==> src/rtl/vga_seg_pkg.sv <==
// rtl/vga_seg_pkg.sv - shared constants and types for the seven-segment VGA renderer
// Purpose: glyph code constants, segment bit indices (a..g = bit 0..6), RGB444 type.
package vga_seg_pkg;

    localparam logic [3:0] GLYPH_MINUS = 4'd10;
    localparam logic [3:0] GLYPH_BLANK = 4'd15;

    localparam int SEG_A = 0;
    localparam int SEG_B = 1;
    localparam int SEG_C = 2;
    localparam int SEG_D = 3;
    localparam int SEG_E = 4;
    localparam int SEG_F = 5;
    localparam int SEG_G = 6;

    typedef logic [11:0] rgb444_t;

endpackage

==> src/rtl/vga_seg_glyph.sv <==
// rtl/vga_seg_glyph.sv - glyph code to seven-segment mask decoder
// Purpose: combinational 4-bit glyph code -> 7-bit segment mask (bit SEG_A..SEG_G).
// Ports:
//   i_code  glyph code (0-9 digits, 10 minus, 11-15 blank)
//   o_seg   segment mask, bit n set = segment n lit
module vga_seg_glyph
    import vga_seg_pkg::*;
(
    input  logic [3:0] i_code,
    output logic [6:0] o_seg
);

    // Constants below are written g..a from MSB to LSB.
    always_comb begin
        o_seg = 7'h00;
        case (i_code)
            4'd0:        o_seg = 7'h3F;
            4'd1:        o_seg = 7'h06;
            4'd2:        o_seg = 7'h5B;
            4'd3:        o_seg = 7'h4F;
            4'd4:        o_seg = 7'h66;
            4'd5:        o_seg = 7'h6D;
            4'd6:        o_seg = 7'h7D;
            4'd7:        o_seg = 7'h07;
            4'd8:        o_seg = 7'h7F;
            4'd9:        o_seg = 7'h67;
            GLYPH_MINUS: o_seg[SEG_G] = 1'b1;
            default:     o_seg = 7'h00;
        endcase
    end

endmodule

==> src/rtl/vga_seg_display.sv <==
// rtl/vga_seg_display.sv - multi-digit seven-segment renderer for the VGA pixel path
// Purpose: draws DIGITS thick-bar glyphs at (X0, Y0); frame-latched value, leading-zero
// blanking and blink; registered colour output with 2-cycle latency.
// Ports:
//   i_clk, i_rst          pixel clock, synchronous active-high reset
//   i_h_cnt, i_v_cnt      current pixel column / row
//   i_valid               active video area
//   i_frame_start         one-cycle pulse per frame (vertical blank)
//   i_value               glyph codes, digit 0 in the most significant nibble
//   i_fg, i_bg            lit-segment and background colours (RGB444)
//   i_blank_lz            leading-zero blanking enable
//   i_blink_en            per-digit blink enable, bit k -> digit k
//   o_pixel_out, o_hit    registered colour and lit-segment flag
module vga_seg_display
    import vga_seg_pkg::*;
#(
    parameter int DIGITS       = 4,
    parameter int SEG_LEN      = 16,
    parameter int SEG_W        = 4,
    parameter int GAP          = 8,
    parameter int X0           = 100,
    parameter int Y0           = 100,
    parameter int BLINK_FRAMES = 30
) (
    input  logic                  i_clk,
    input  logic                  i_rst,
    input  logic [9:0]            i_h_cnt,
    input  logic [9:0]            i_v_cnt,
    input  logic                  i_valid,
    input  logic                  i_frame_start,
    input  logic [4*DIGITS-1:0]   i_value,
    input  rgb444_t               i_fg,
    input  rgb444_t               i_bg,
    input  logic                  i_blank_lz,
    input  logic [DIGITS-1:0]     i_blink_en,
    output rgb444_t               o_pixel_out,
    output logic                  o_hit
);

    localparam int CW    = SEG_LEN + 2*SEG_W;
    localparam int CH    = 2*SEG_LEN + 3*SEG_W;
    localparam int PITCH = CW + GAP;
    localparam int IDX_W = (DIGITS > 1) ? $clog2(DIGITS) : 1;
    localparam int CNT_W = (BLINK_FRAMES > 1) ? $clog2(BLINK_FRAMES) : 1;

    localparam logic [9:0] L_LO    = 10'(SEG_W);
    localparam logic [9:0] L_HI    = 10'(SEG_W + SEG_LEN);
    localparam logic [9:0] L_G_HI  = 10'(SEG_LEN + 2*SEG_W);
    localparam logic [9:0] L_YL_LO = 10'(2*SEG_W + SEG_LEN);
    localparam logic [9:0] L_YL_HI = 10'(2*SEG_W + 2*SEG_LEN);

    // ---------------- shadow registers and blink state ----------------
    logic [4*DIGITS-1:0] r_value;
    logic                r_blank_lz;
    logic [DIGITS-1:0]   r_blink_en;
    logic [CNT_W-1:0]    r_frame_cnt;
    logic                r_phase;

    always_ff @(posedge i_clk) begin
        if (i_rst) begin
            r_value     <= '1;
            r_blank_lz  <= 1'b0;
            r_blink_en  <= '0;
            r_frame_cnt <= '0;
            r_phase     <= 1'b1;
        end else if (i_frame_start) begin
            r_value    <= i_value;
            r_blank_lz <= i_blank_lz;
            r_blink_en <= i_blink_en;
            if (r_frame_cnt == CNT_W'(BLINK_FRAMES - 1)) begin
                r_frame_cnt <= '0;
                r_phase     <= ~r_phase;
            end else begin
                r_frame_cnt <= r_frame_cnt + 1'b1;
            end
        end
    end

    // ---------------- stage 1: cell lookup and segment regions ----------------
    logic             w_in_y;
    logic             w_in_cell;
    logic [IDX_W-1:0] w_cell;
    logic [9:0]       w_lx;
    logic [9:0]       w_ly;
    logic             w_xm;
    logic             w_yu;
    logic             w_yl;
    logic [6:0]       w_region;

    assign w_in_y = (i_v_cnt >= 10'(Y0)) && (i_v_cnt < 10'(Y0 + CH));
    assign w_ly   = i_v_cnt - 10'(Y0);

    // Cells are disjoint, so at most one iteration matches.
    always_comb begin
        w_in_cell = 1'b0;
        w_cell    = '0;
        w_lx      = '0;
        for (int k = 0; k < DIGITS; k++) begin
            if ((i_h_cnt >= 10'(X0 + k*PITCH)) && (i_h_cnt < 10'(X0 + k*PITCH + CW))) begin
                w_in_cell = w_in_y;
                w_cell    = IDX_W'(k);
                w_lx      = i_h_cnt - 10'(X0 + k*PITCH);
            end
        end
    end

    assign w_xm = (w_lx >= L_LO) && (w_lx < L_HI);
    assign w_yu = (w_ly >= L_LO) && (w_ly < L_HI);
    assign w_yl = (w_ly >= L_YL_LO) && (w_ly < L_YL_HI);

    // Corner squares fall outside both XM and YU/YL, so they stay dark.
    always_comb begin
        w_region        = '0;
        w_region[SEG_A] = (w_ly < L_LO) && w_xm;
        w_region[SEG_G] = (w_ly >= L_HI) && (w_ly < L_G_HI) && w_xm;
        w_region[SEG_D] = (w_ly >= L_YL_HI) && w_xm;
        w_region[SEG_F] = (w_lx < L_LO) && w_yu;
        w_region[SEG_B] = (w_lx >= L_HI) && w_yu;
        w_region[SEG_E] = (w_lx < L_LO) && w_yl;
        w_region[SEG_C] = (w_lx >= L_HI) && w_yl;
    end

    logic             r_s1_valid;
    logic             r_s1_in_cell;
    logic [IDX_W-1:0] r_s1_cell;
    logic [6:0]       r_s1_region;

    always_ff @(posedge i_clk) begin
        if (i_rst) begin
            r_s1_valid   <= 1'b0;
            r_s1_in_cell <= 1'b0;
            r_s1_cell    <= '0;
            r_s1_region  <= '0;
        end else begin
            r_s1_valid   <= i_valid;
            r_s1_in_cell <= w_in_cell;
            r_s1_cell    <= w_cell;
            r_s1_region  <= w_region;
        end
    end

    // ---------------- per-digit blanking from shadow state ----------------
    logic [3:0]        w_codes [DIGITS];
    logic [DIGITS-1:0] w_dig_blank;

    always_comb begin
        logic v_zero_run;
        v_zero_run  = 1'b1;
        w_dig_blank = '0;
        for (int k = 0; k < DIGITS; k++) begin
            w_codes[k] = r_value[4*(DIGITS-1-k) +: 4];
            // Run of leading zeros ends at the first non-zero code (minus/blank included);
            // the rightmost digit always shows.
            v_zero_run = v_zero_run && (w_codes[k] == 4'd0);
            w_dig_blank[k] = (r_blank_lz && v_zero_run && (k < DIGITS - 1))
                           || (!r_phase && r_blink_en[k]);
        end
    end

    // ---------------- stage 2: glyph mask and colour ----------------
    logic [3:0] w_cur_code;
    logic [6:0] w_glyph;
    logic       w_lit;

    assign w_cur_code = w_codes[r_s1_cell];

    vga_seg_glyph u_glyph (
        .i_code (w_cur_code),
        .o_seg  (w_glyph)
    );

    assign w_lit = r_s1_in_cell && !w_dig_blank[r_s1_cell] && (|(w_glyph & r_s1_region));

    always_ff @(posedge i_clk) begin
        if (i_rst || !r_s1_valid) begin
            o_pixel_out <= '0;
            o_hit       <= 1'b0;
        end else if (w_lit) begin
            o_pixel_out <= i_fg;
            o_hit       <= 1'b1;
        end else begin
            o_pixel_out <= i_bg;
            o_hit       <= 1'b0;
        end
    end

endmodule

==> config.mk <==
export PLATFORM = sky130hd
export DESIGN_NAME = vga_seg_display
export DESIGN_NICKNAME = d
export VERILOG_FILES = /design/src/rtl/vga_seg_pkg.sv /design/src/rtl/vga_seg_glyph.sv /design/src/rtl/vga_seg_display.sv
export SDC_FILE = /design/constraint.sdc
export NUM_CORES = 1
export LEC_CHECK = 0
export BUFFER_PORTS_ARGS = -buffer_cell sky130_fd_sc_hd__buf_2
export CORE_UTILIZATION = 55
export CTS_BUF_LIST = sky130_fd_sc_hd__clkbuf_4 sky130_fd_sc_hd__clkbuf_8
export DETAILED_ROUTE_END_ITERATION = 6
export PLACE_DENSITY = 0.83
export SETUP_SLACK_MARGIN = 0.2
export SYNTH_ARGS = -nofsm -noshare
export SYNTH_HDL_FRONTEND = slang
export SYNTH_HIERARCHICAL = 1
export SYNTH_SLANG_ARGS = --single-unit
==> constraint.sdc <==
create_clock -name i_clk -period 5.8 [get_ports i_clk]
set_input_delay 0.58 -clock i_clk [delete_from_list [all_inputs] [get_ports i_clk]]
set_output_delay 0.58 -clock i_clk [all_outputs]
set_load 0.005 [all_outputs]
======== Word level (Yosys, flattened, before mapping) ========
Cells that the tools add are included.
word-level totals
  register bits after elaboration ......... 51
  bits in latches ......................... 0
  memories ................................ 0
  memory bits (writable) .................. 0
  memory bits (read-only) ................. 0
operators by class
  add/sub/neg operators ................... 6
  equal/unequal tests ..................... 11
  multiply operators ...................... 0
  multiplexer cells ....................... 21
  $lt $le $gt $ge ......................... 24
  divide/modulo/power cells ............... 0
  bitwise gates (word level) .............. 3
  shifts and indexed selects .............. 0
  reductions and logical operators ........ 42
operators by type and width
  cell                                                                 number
  one-hot mux 6 bit (9 select lines)                                   1
  less-than comparator 10 x 8 -> 1 bit (second input constant)         4
  2-to-1 mux 10 bit                                                    4
  greater-or-equal comparator 10 x 5 -> 1 bit (second input constant)  3
  greater-or-equal comparator 10 x 8 -> 1 bit (second input constant)  3
  less-than comparator 10 x 5 -> 1 bit (second input constant)         3
  subtractor 10 x 8 -> 10 bit (second input constant)                  3
  logical AND 1 bit                                                    27
  greater-or-equal comparator 10 x 3 -> 1 bit (second input constant)  2
  greater-or-equal comparator 10 x 7 -> 1 bit (second input constant)  2
  less-than comparator 10 x 3 -> 1 bit (second input constant)         2
  subtractor 10 x 7 -> 10 bit (second input constant)                  2
  == test 4 x 3 -> 1 bit (second input constant)                       4
  logical NOT 4 bit                                                    4
  == test 4 bit (second input constant)                                3
  2-to-1 mux 12 bit                                                    1
  greater-or-equal comparator 10 x 6 -> 1 bit (second input constant)  1
  less-than comparator 10 x 6 -> 1 bit (second input constant)         1
  less-than comparator 10 x 7 -> 1 bit (second input constant)         1
  binary-select mux 4 bit (select 2 bit)                               1
  == test 4 x 2 -> 1 bit (second input constant)                       2
  2-to-1 mux 1 bit                                                     8
  2-to-1 mux 4 bit                                                     2
  OR reduction 8 bit                                                   1
  16 further kinds                                                     22

======== Depth between registers and ports, before layout ========
Gate-level depths: netlist (run 1).
  word-level depth ........................ 11
  depth in mapped cells ................... 11

======== Hierarchy ========
The synthesis (run 1) kept the hierarchy.
by module, submodules not included
  module           times used  area an instance (um^2)  cells each  sequential area each (um^2)
  vga_seg_display  1           2605.0                   284         1021.0
  vga_seg_glyph    1           175.2                    24          0.0

======== Worst setup path after synthesis (run 1) ========
No wires, ideal clock.
  path kind ............................... reg-to-reg
  start point ............................. reg r_s1_cell[0]
  end point ............................... reg o_pixel_out[10]
  arrival time ............................ 2643 ps
  path buffers ............................ 3
  required time ........................... 5730 ps
  path slack .............................. 3086 ps
  setup time .............................. 70 ps
  cell stages (with the launch flop) ...... 12
  path through ............................ dfxtp_1 buf_2 mux4_2 buf_6 o211a_1 a211oi_2 a222oi_1 and3_1 a211oi_1 clkbuf_1 nand3_1 a21oi_1
on the way
  longest elaborated chain between the ends .. 11
  elaborated cells on any way between the ends .. 27
ends and longest elaborated chain
  element                                                  line                    RTL
  start: declaration                                       vga_seg_display.sv:125  logic [IDX_W-1:0] r_s1_cell;
  start signal: assignment                                 vga_seg_display.sv:137  r_s1_cell <= w_cell;
  NOT 2 -> 3 bit (not written as such) (*)                 vga_seg_display.sv:165  assign w_cur_code = w_codes[r_s1_cell];
  binary-select mux 4 bit (select 2 bit) (*)               vga_seg_display.sv:165
  2-to-1 mux 4 bit (not written as such) (*) (2 in a row)  vga_seg_display.sv:165
  named net w_cur_code[2]                                  vga_seg_display.sv:161  logic [3:0] w_cur_code;
  == test 4 x 2 -> 1 bit, or another cell as far along     vga_seg_glyph.sv:16     case (i_code)
  OR reduction 8 bit (no line) (*)                         n/a
  2-to-1 mux 1 bit (*)                                     vga_seg_glyph.sv:16
  named net w_glyph[6]                                     vga_seg_display.sv:162  logic [6:0] w_glyph;
  bitwise AND 7 bit (*)                                    vga_seg_display.sv:172  assign w_lit = r_s1_in_cell && !w_dig_blank[r_s1_cell] && (|(w_glyph & r_s1_region));
  OR reduction 7 bit (*)                                   vga_seg_display.sv:172
  logical AND 1 bit (*)                                    vga_seg_display.sv:172
  2-to-1 mux 12 bit (*)                                    vga_seg_display.sv:178  end else if (w_lit) begin
  end signal: assignment                                   vga_seg_display.sv:179  o_pixel_out <= i_fg;
  end signal: assignment                                   vga_seg_display.sv:182  o_pixel_out <= i_bg;
  end: declaration                                         vga_seg_display.sv:36   output rgb444_t o_pixel_out,
The timed path passes the listed nets; every way through them passes the cells marked *. The select of a mux whose other input is x is not followed.
A chain may end at the register's enable or synchronous reset.

======== Final worst setup path (run 1) ========
  start point ............................. reg r_s1_cell[0]
  end point ............................... reg o_pixel_out[2]
on the way
  longest elaborated chain between the ends .. 11
  elaborated cells on any way between the ends .. 27
ends and longest elaborated chain
  element                                                    line
  NOT 2 -> 3 bit (not written as such) (*)                   vga_seg_display.sv:165
  binary-select mux 4 bit (select 2 bit) (*)                 vga_seg_display.sv:165
  2-to-1 mux 4 bit (not written as such) (*) (2 in a row)    vga_seg_display.sv:165
  named net w_cur_code[2]                                    vga_seg_display.sv:161
  == test 4 bit / logical NOT 4 bit (equally long branches)  vga_seg_glyph.sv:16
  OR reduction 2 bit (no line)                               n/a
  one-hot mux 6 bit (9 select lines) (*)                     vga_seg_glyph.sv:16
  named net w_glyph[3]                                       vga_seg_display.sv:162
  bitwise AND 7 bit (*)                                      vga_seg_display.sv:172
  OR reduction 7 bit (*)                                     vga_seg_display.sv:172
  logical AND 1 bit (*)                                      vga_seg_display.sv:172
  2-to-1 mux 12 bit (*)                                      vga_seg_display.sv:178
Marks and branches as above.

==> results of run 1 <==
## layout by cell type (no fill, tap or decap), types with 2 or more instances in the layout
master,instances
ha_1,9
xor2_1,6
nand4_1,2
nand2_1,8
xnor2_1,6
a211oi_1,4
nor4_1,4
o32ai_1,2
nand3_1,17
nand2b_1,12
o22ai_1,2
o2111ai_1,4
dfxtp_1,51
or3_1,2
nor2_1,18
a211oi_2,2
a21oi_1,19
nor2b_1,20
mux2i_1,7
o21a_1,2
and3_1,4
mux4_2,4
or4_1,3
buf_2,81
a311oi_1,2
a211o_1,17
o21ai_1,6
o21ai_0,14
clkbuf_8,6
a22oi_1,2
nor3b_1,3
inv_1,10
nor3_1,7
## layer usage
| metal | vias up | wire (µm) | track usage, % |
|---|---|---|---|
| met3 | 8 | 312 | 3.73 |
| met2 | 67 | 2890 | 38.7 |
| met5 | - | 0 | 0 |
| li1 | 1268 | - | - |
| met4 | 0 | 64 | 7.19 |
| met1 | 1157 | 2650 | 29.8 |
## state kept, by name, indices dropped and copies added (netlist names), 2 cells and up
register / cells
r_blink_en: 4
o_pixel_out: 12
r_s1_cell: 2
r_frame_cnt: 5
r_s1_region: 7
r_value: 16
## metrics by stage
stage          cells  area [µm²]  utilization [%]
2_1_floorplan    308        2780                -
3_3_place_gp     438        3190             66.6
4_1_cts          446        3300             69.0
6_report         446        3300             69.0
5_1_grt          446        3300             69.0
3_5_place_dp     438        3190             66.6
## path summary, 6_finish.rpt
check | from | endpoint
min reg2reg | r_blink_en[0]$_SDFFE_PP0P_ | r_blink_en[0]$_SDFFE_PP0P_
max | r_s1_cell[0]$_SDFF_PP0_ | o_pixel_out[2]$_SDFF_PP0_
min | i_value[8] | r_value[8]$_SDFFE_PP1P_
max reg2reg | r_s1_cell[0]$_SDFF_PP0_ | o_pixel_out[2]$_SDFF_PP0_
## where the power goes
| group | switching [mW] | internal (mW) | total [mW] | leakage (nW) |
|---|---|---|---|---|
| sequential | 0.00960 | 0.365 | 0.374 | 0.418 |
| clock | 0.115 | 0.140 | 0.255 | 0.0612 |
| combinational | 0.0581 | 0.0558 | 0.114 | 0.896 |
| total | 0.183 | 0.560 | 0.743 | 1.38 |
## layout make-up
| class | count | area, µm² | area share [%] |
|---|---|---|---|
| Multi-Input combinational cell | 228 | 1630 | 49.4 |
| Sequential cell | 51 | 1020 | 30.9 |
| Timing Repair Buffer | 82 | 413 | 12.5 |
| Tap cell | 67 | 83.8 | 2.54 |
| Clock buffer | 6 | 82.6 | 2.50 |
| Inverter | 10 | 37.5 | 1.14 |
| Clock inverter | 2 | 35.0 | 1.06 |
## cells by family (layout without fill, tap and decap cells)
| group | count (synthesis) | after routing | share of synthesized area, % |
|---|---|---|---|
| muxes | 11 | 11 | 5.76 |
| AOI/OAI and AO/OA | 87 | 87 | 22.8 |
| buffers and inverters | 29 | 100 | 4.59 |
| and+or+nand+nor | 109 | 109 | 22.3 |
| xor gates and xnor gates | 12 | 12 | 3.78 |
| DFF | 51 | 51 | 36.7 |
| adders and majority gates | 9 | 9 | 4.05 |
## worst max-delay path: cells and delay by family, from the launching register on
family / cells / cell delay, ns
AOI/OAI and AO/OA: 5 / 1.01
muxes: 1 / 0.70
DFF: 1 / 0.57
and+or+nand+nor: 2 / 0.48
==> results by group, run 1 <==
Outcome
  – Status: complete, no violations

STA
  – Final min period: about 2.9 ns
  – Slew @ Worst Pin: between 0.7 and 0.8 ns
  – Setup TNS: 0 ns
  – Fin crit share: about half
  – Worst Clk Skew: 0.00822 ns
  – Worst hold slack: between 0.4 and 0.5 ns
  – RSZ-0062 raised after global routing: no
  – Max Clock Freq: 348 MHz
  – Final Max Slew Viols: 0
  – Final setup violation count: 0
  – Setup slack after layout: just under 3 ns
  – Final-report hold violation count: 0
  – Slew HR: about 50%

Final layout
  – Final #Nets: between 400 and 500
  – Area grow syn2layout: 18.9%
  – Share of layout cells above drive strength 1: between 20 and 30%
  – Fill count: ~380
  – Diodes inserted: 0

Global route
  – Gr usage total: between 20% and 30%
  – Largest net degree at the start of global routing: 45
  – Initial antenna violation count: 0
  – Vias in the first global route: ~2200
  – Gr ovfl total: 0
  – First-pass GRT wire length: between 9000 and 10000 µm

Die
  – Die W: about 73 µm
  – Starting Density: between 50% and 60%
  – Die area: around 5300 µm²
  – Std cell rows: 25
  – IO Pins: slightly above 80
  – Die Height: ~73 µm
  – Core area: approximately 4800 µm²

Flow run
  – Max_cap viols: 0

Clock network
  – PostCTS Resize Cnt: 0
  – Htree depth: 2
  – CTS sink cnt: 51
  – Root Buffer: clkbuf_8
  – CTS Buf Count: 5
  – Clk_lat worst skew: between 0.3 and 0.4 ns
  – CTS Buffer Depth: 2
  – Clock slew at reported path FFs: ~0.090 ns
  – TritonCTS clock tree: yes
  – Cts hold-fix bufs: 0
  – Post-CTS Setup Bufs: 0

Detailed routing
  – Detail Route Antenna Nets: 0
  – Pre-antenna DRT Iters: 4
  – Via/cell ratio: roughly 5.6
  – Vias: 2500
  – DR WL/cell: 13.3 µm
  – # DRC: 0
  – Routed wire length: about 6000 µm
  – 1st-iter DRT viols: 160

Worst setup path
  – Setup crit end kind: register
  – CP max FO: 13
  – Critical path launch point type: register
  – Slowest CP cell: mux4_2
  – Crit Path Class: register to register
  – CP max stage delay: ~0.7 ns
  – Worst reg-to-reg path cell count: 8
  – Crit path DAT: between 3 and 4 ns
  – CP Data Required Time: 5.99 ns
  – Flop2flop setup slack: about 2.9 ns
  – Critical-path cell list: mux4_2 -> or2_1 -> o221ai_2 -> a222oi_1 -> and3_1 -> a211o_1 -> o21ai_0 -> a21oi_1

Synth
  – Asr flop ratio synth: 0%
  – Synth cell count leaders: 51 x dfxtp_1, 20 x nor2b_1, 19 x a21oi_1, 18 x nor2_1
  – Yosys cell types: 56
  – Post-synth top flop: dfxtp_1
  – Area fraction of the dominant cell type after synthesis: a little under two fifths
  – Most frequent cell after synthesis: dfxtp_1
  – Flops & latches, synth: 51
  – Synthesized Nets: a little under 400
  – Area leader, netlist: dfxtp_1
  – Mean Syn Cell Area: 9.03 µm²
  – Top cells by area, synth: dfxtp_1 37%, a211o_1 5.4%, nor2b_1 4.5%
  – EDFF count, synth: 0
  – Synth Cell Area: approximately 2800 µm²
  – Cell count after synthesis: between 300 and 400
  – Register area share after synthesis: about 37%
  – Warnings from Yosys: 6

Place
  – DP HPWL: 4440 µm
  – Pre-CTS setup slack: just under 3 ns
  – Final RePlAce weighted congestion: 0.881
  – Buffers on Ports: 81

Power
  – VDD IR max: ~180 µV
  – Lkg Pwr: about 1.4 nW
  – Power Dens Cells: approximately 220 nW/µm²
  – Pwr Total: 743 µW

Hold path
  – HP Class: primary input to register
  – Hold path cells: 2
Note: power is estimated with default switching activity, not from simulation.
==> run 2, diff against run 1 <==
- ABC_AREA: unset -> 1
- CORE_UTILIZATION: 55 -> 54
- PLACE_DENSITY: 0.83 -> 0.81
- clock period: 5.8 -> 3 ns (I/O delays scaled with it)
==> run 2 against run 1 <==
Compared with the run above: final area rose by 6.8%; critical path depth rose by 7; sequential power rose by 93%; global-route usage rose by 0.20 points; final cell count rose by 31%; synthesized cell count rose by 43%; non-clock buffer count did not move; first-iteration DRC count fell by 31%.
==> results by group, run 2 <==
Power
  – VDD IR max: 186 µV (+3.7%)
  – Pwr Total: 1.45 mW (+95%)
  – Power Dens Cells: 411 nW/µm² (+83%)
  – Lkg Pwr: 1.81 nW (+31%)

Global route
  – Gr ovfl total: 0 (unchanged)
  – Initial antenna violation count: 0 (unchanged)
  – Gr usage total: 23.1% (+0.20 points)
  – First-pass GRT wire length: 11100 µm (+16%)
  – Largest net degree at the start of global routing: 32 (-29%)
  – Vias in the first global route: 2711 (+22%)

Place
  – DP Cell Count: 575 (+31%)
  – Pre-CTS setup slack: 0.275 ns (-2.64 ns)
  – Final RePlAce weighted congestion: 0.902 (+2.3%)
  – Buffers on Ports: 81 (unchanged)
  – DP HPWL: 4900 µm (+10%)

Worst setup path
  – Slowest CP cell: o21ai_0
  – CP max FO: 13 (unchanged)
  – Critical path launch point type: register
  – Critical-path cell list: inv_2 -> o21ai_0 -> o21ai_0 -> inv_1 -> nand2_1 -> nand2_1 -> nand2_1 -> nand2_1 -> nand2_1 -> nand4_1 -> o211ai_2 -> nor2_4 -> buf_12 -> a21oi_1 -> nor2_1
  – Crit path DAT: 2.71 ns (-0.35 ns)
  – CP Data Required Time: 3.20 ns (-2.79 ns)
  – CP max stage delay: 0.43 ns (-0.27 ns)
  – CP startpoint: r_s1_cell[0]$_SDFF_PP0_
  – Crit Path Class: register to register
  – Setup crit end kind: register
  – Top delay family on crit path: compound AO/OA/AOI/OAI gates
  – Reg-to-Reg Start: r_s1_cell[0]$_SDFF_PP0_
  – CP most frequent cell: nand2_1
  – CP bufs+invs: 3 (+3)

STA
  – Final min period: 2.50 ns (-0.370 ns)
  – RSZ-0062 raised after global routing: no
  – Setup TNS: 0 ns (unchanged)
  – Final setup violation count: 0 (unchanged)
  – Setup slack after layout: 0.497 ns (-2.43 ns)
  – Fin crit share: 83.4% (+34 points)
  – Slew @ Worst Pin: 0.792 ns (+0.0384 ns)
  – Worst Clk Skew: 0.00993 ns (+0.00171 ns)
  – Max Clock Freq: 400 MHz (+15%)
  – Final Max Slew Viols: 0 (unchanged)
  – Slew HR: 47.1% (-2.7 points)
  – Worst hold slack: 0.193 ns (-0.276 ns)
  – Final-report hold violation count: 0 (unchanged)

Die
  – Starting Density: 57.0% (-1.0 points)
  – Std cell rows: 26 (+4.0%)
  – Die area: 5800 µm² (+8.5%)
  – Die W: 76.2 µm (+4.2%)
  – Die Height: 76.2 µm (+4.2%)
  – IO Pins: 82 (unchanged)
  – Core area: 5200 µm² (+8.8%)

Synth
  – Asr flop ratio synth: 0% (unchanged)
  – Warnings from Yosys: 6 (unchanged)
  – Area fraction of the dominant cell type after synthesis: 34.4% (-2.3 points)
  – Register area share after synthesis: 34.4% (-2.3 points)
  – Cell count after synthesis: 440 (+43%)
  – Flops & latches, synth: 51 (unchanged)
  – Mean Syn Cell Area: 6.75 µm² (-25%)
  – Synth Cell Area: 2970 µm² (+6.8%)
  – Most frequent cell after synthesis: nand2_1
  – Post-synth top flop: dfxtp_1
  – Yosys cell types: 43 (-23%)
  – Synthesized Nets: 518 (+34%)
  – EDFF count, synth: 0 (unchanged)
  – Synth cell count leaders: 92 x nand2_1, 61 x nor2_1, 51 x dfxtp_1, 50 x inv_1, 40 x nand3_1
  – Top cells by area, synth: dfxtp_1 34%, nand2_1 12%, nor2_1 7.7%
  – Area leader, netlist: dfxtp_1

Flow run
  – Max_cap viols: 0 (unchanged)

Clock network
  – Htree depth: 2 (unchanged)
  – CTS sink cnt: 51 (unchanged)
  – TritonCTS clock tree: yes
  – Root Buffer: clkbuf_8
  – Clock slew at reported path FFs: 0.09 ns (about the same)
  – Clk_lat worst skew: 0.31 ns (about the same)
  – Cts hold-fix bufs: 0 (unchanged)
  – CTS Buf Count: 5 (unchanged)
  – CTS Buffer Depth: 2 (unchanged)

Final layout
  – Post-route insts no fill: 585 (+31%)
  – Most common cell after layout, fill and taps aside: nand2_1
  – Diodes inserted: 0 (unchanged)
  – Final #Nets: 592 (+30%)
  – Largest Register: r_value
  – Share of layout cells above drive strength 1: 24.5% (-2.7 points)
  – Most frequent cells in the layout: 92 x nand2_1, 81 x buf_2, 61 x nor2_1, 50 x inv_1, 50 x dfxtp_1
  – Largest regs: r_value: 16 flops, o_pixel_out: 12 flops, r_s1_region: 7 flops
  – Area grow syn2layout: 18.9% (about the same)
  – Largest register FFs: 16 (unchanged)

Outcome
  – Status: complete, no violations

Detailed routing
  – 1st-iter DRT viols: 110 (-31%)
  – DR WL/cell: 11.0 µm (-17%)
  – Routed wire length: 6430 µm (+8.6%)
  – Detail Route Antenna Nets: 0 (unchanged)
  – Pre-antenna DRT Iters: 4 (unchanged)
  – # DRC: 0 (unchanged)
  – Vias: 2965 (+19%)
  – Via/cell ratio: 5.07 (-9.6%)

Hold path
  – HP Class: primary input to register
  – Worst Hold Launch: i_value[3]
[run 2: changes by cell type after synthesis, moves of 6 or more]
cell / change
nor2_1: +43
a21oi_1: +8
a211o_1: -17
nand3_1: +23
nor2b_1: -20
nand2_1: +84
nand2b_1: -12
mux2i_1: -7
inv_1: +40
o21ai_0: +16
nand2_2: +6
[run 2: kinds of logic (layout without fill, tap and decap cells)]
family          Yosys count  in the layout  synth area share, %
simple gates            231            232                 36.0
buf+inv                  72            146                 10.2
flops                    51             51                 34.4
xor+xnor                  7              7                 2.32
fa+ha+maj                 9              9                 3.79
compound gates           70             70                 13.4
[run 2: layout make-up]
class / instances / area, µm²
timing repair buffer: 82 / 425
clock inverter: 2 / 35.0
clock buffer: 6 / 82.6
fill: 488 / 1680
multi-input combinational: 318 / 1670
tap: 70 / 87.6
sequential: 51 / 1020
inverter: 56 / 210
[run 2: layer usage]
layer | vias to the layer above | GRT usage, % | wire length (µm)
met5 | - | 0 | 0
met4 | 0 | 9.23 | 138
met3 | 13 | 4.67 | 341
met2 | 81 | 41.7 | 3090
met1 | 1307 | 26.5 | 2850
li1 | 1564 | - | -
[run 2: what timing repair did]
item / 4_1_cts / 5_1_grt
buffers inserted: 0 / 1
resized for setup: 0 / 5
endpoints found under the setup margin: 0 / 13
[run 2: worst reg2reg max path, delay by kind of cell (launching register included)]
family / cells / cell delay [ns]
AO/OA/AOI/OAI: 4 / 0.96
AND/OR/NAND/NOR: 8 / 0.57
flip-flops: 1 / 0.38
buffers and inverters: 3 / 0.48
[run 2: stage by stage]
stage	instance area [µm²]	util, %
floorplan	2970	-
CTS	3490	67.0
global placement	3370	64.8
detailed placement	3370	64.8
global route	3530	67.8
finish	3530	67.8
[run 2: where the power goes]
| part | switching [mW] | total [mW] | internal (mW) |
|---|---|---|---|
| combinational | 0.139 | 0.235 | 0.0954 |
| sequential | 0.0172 | 0.723 | 0.706 |
| clock | 0.222 | 0.492 | 0.270 |
[run 2: path summary, 6_finish.rpt]
kind / endpoint / slack (ns) / depth (start not counted)
worst max-delay path: o_pixel_out[9]$_SDFF_PP0_ / 0.50 / 15
worst min-delay path: r_value[3]$_SDFFE_PP1P_ / 0.19 / 3
worst max register to register: o_pixel_out[9]$_SDFF_PP0_ / 0.50 / 15
worst min register to register: o_hit$_SDFF_PP0_ / 0.46 / 2
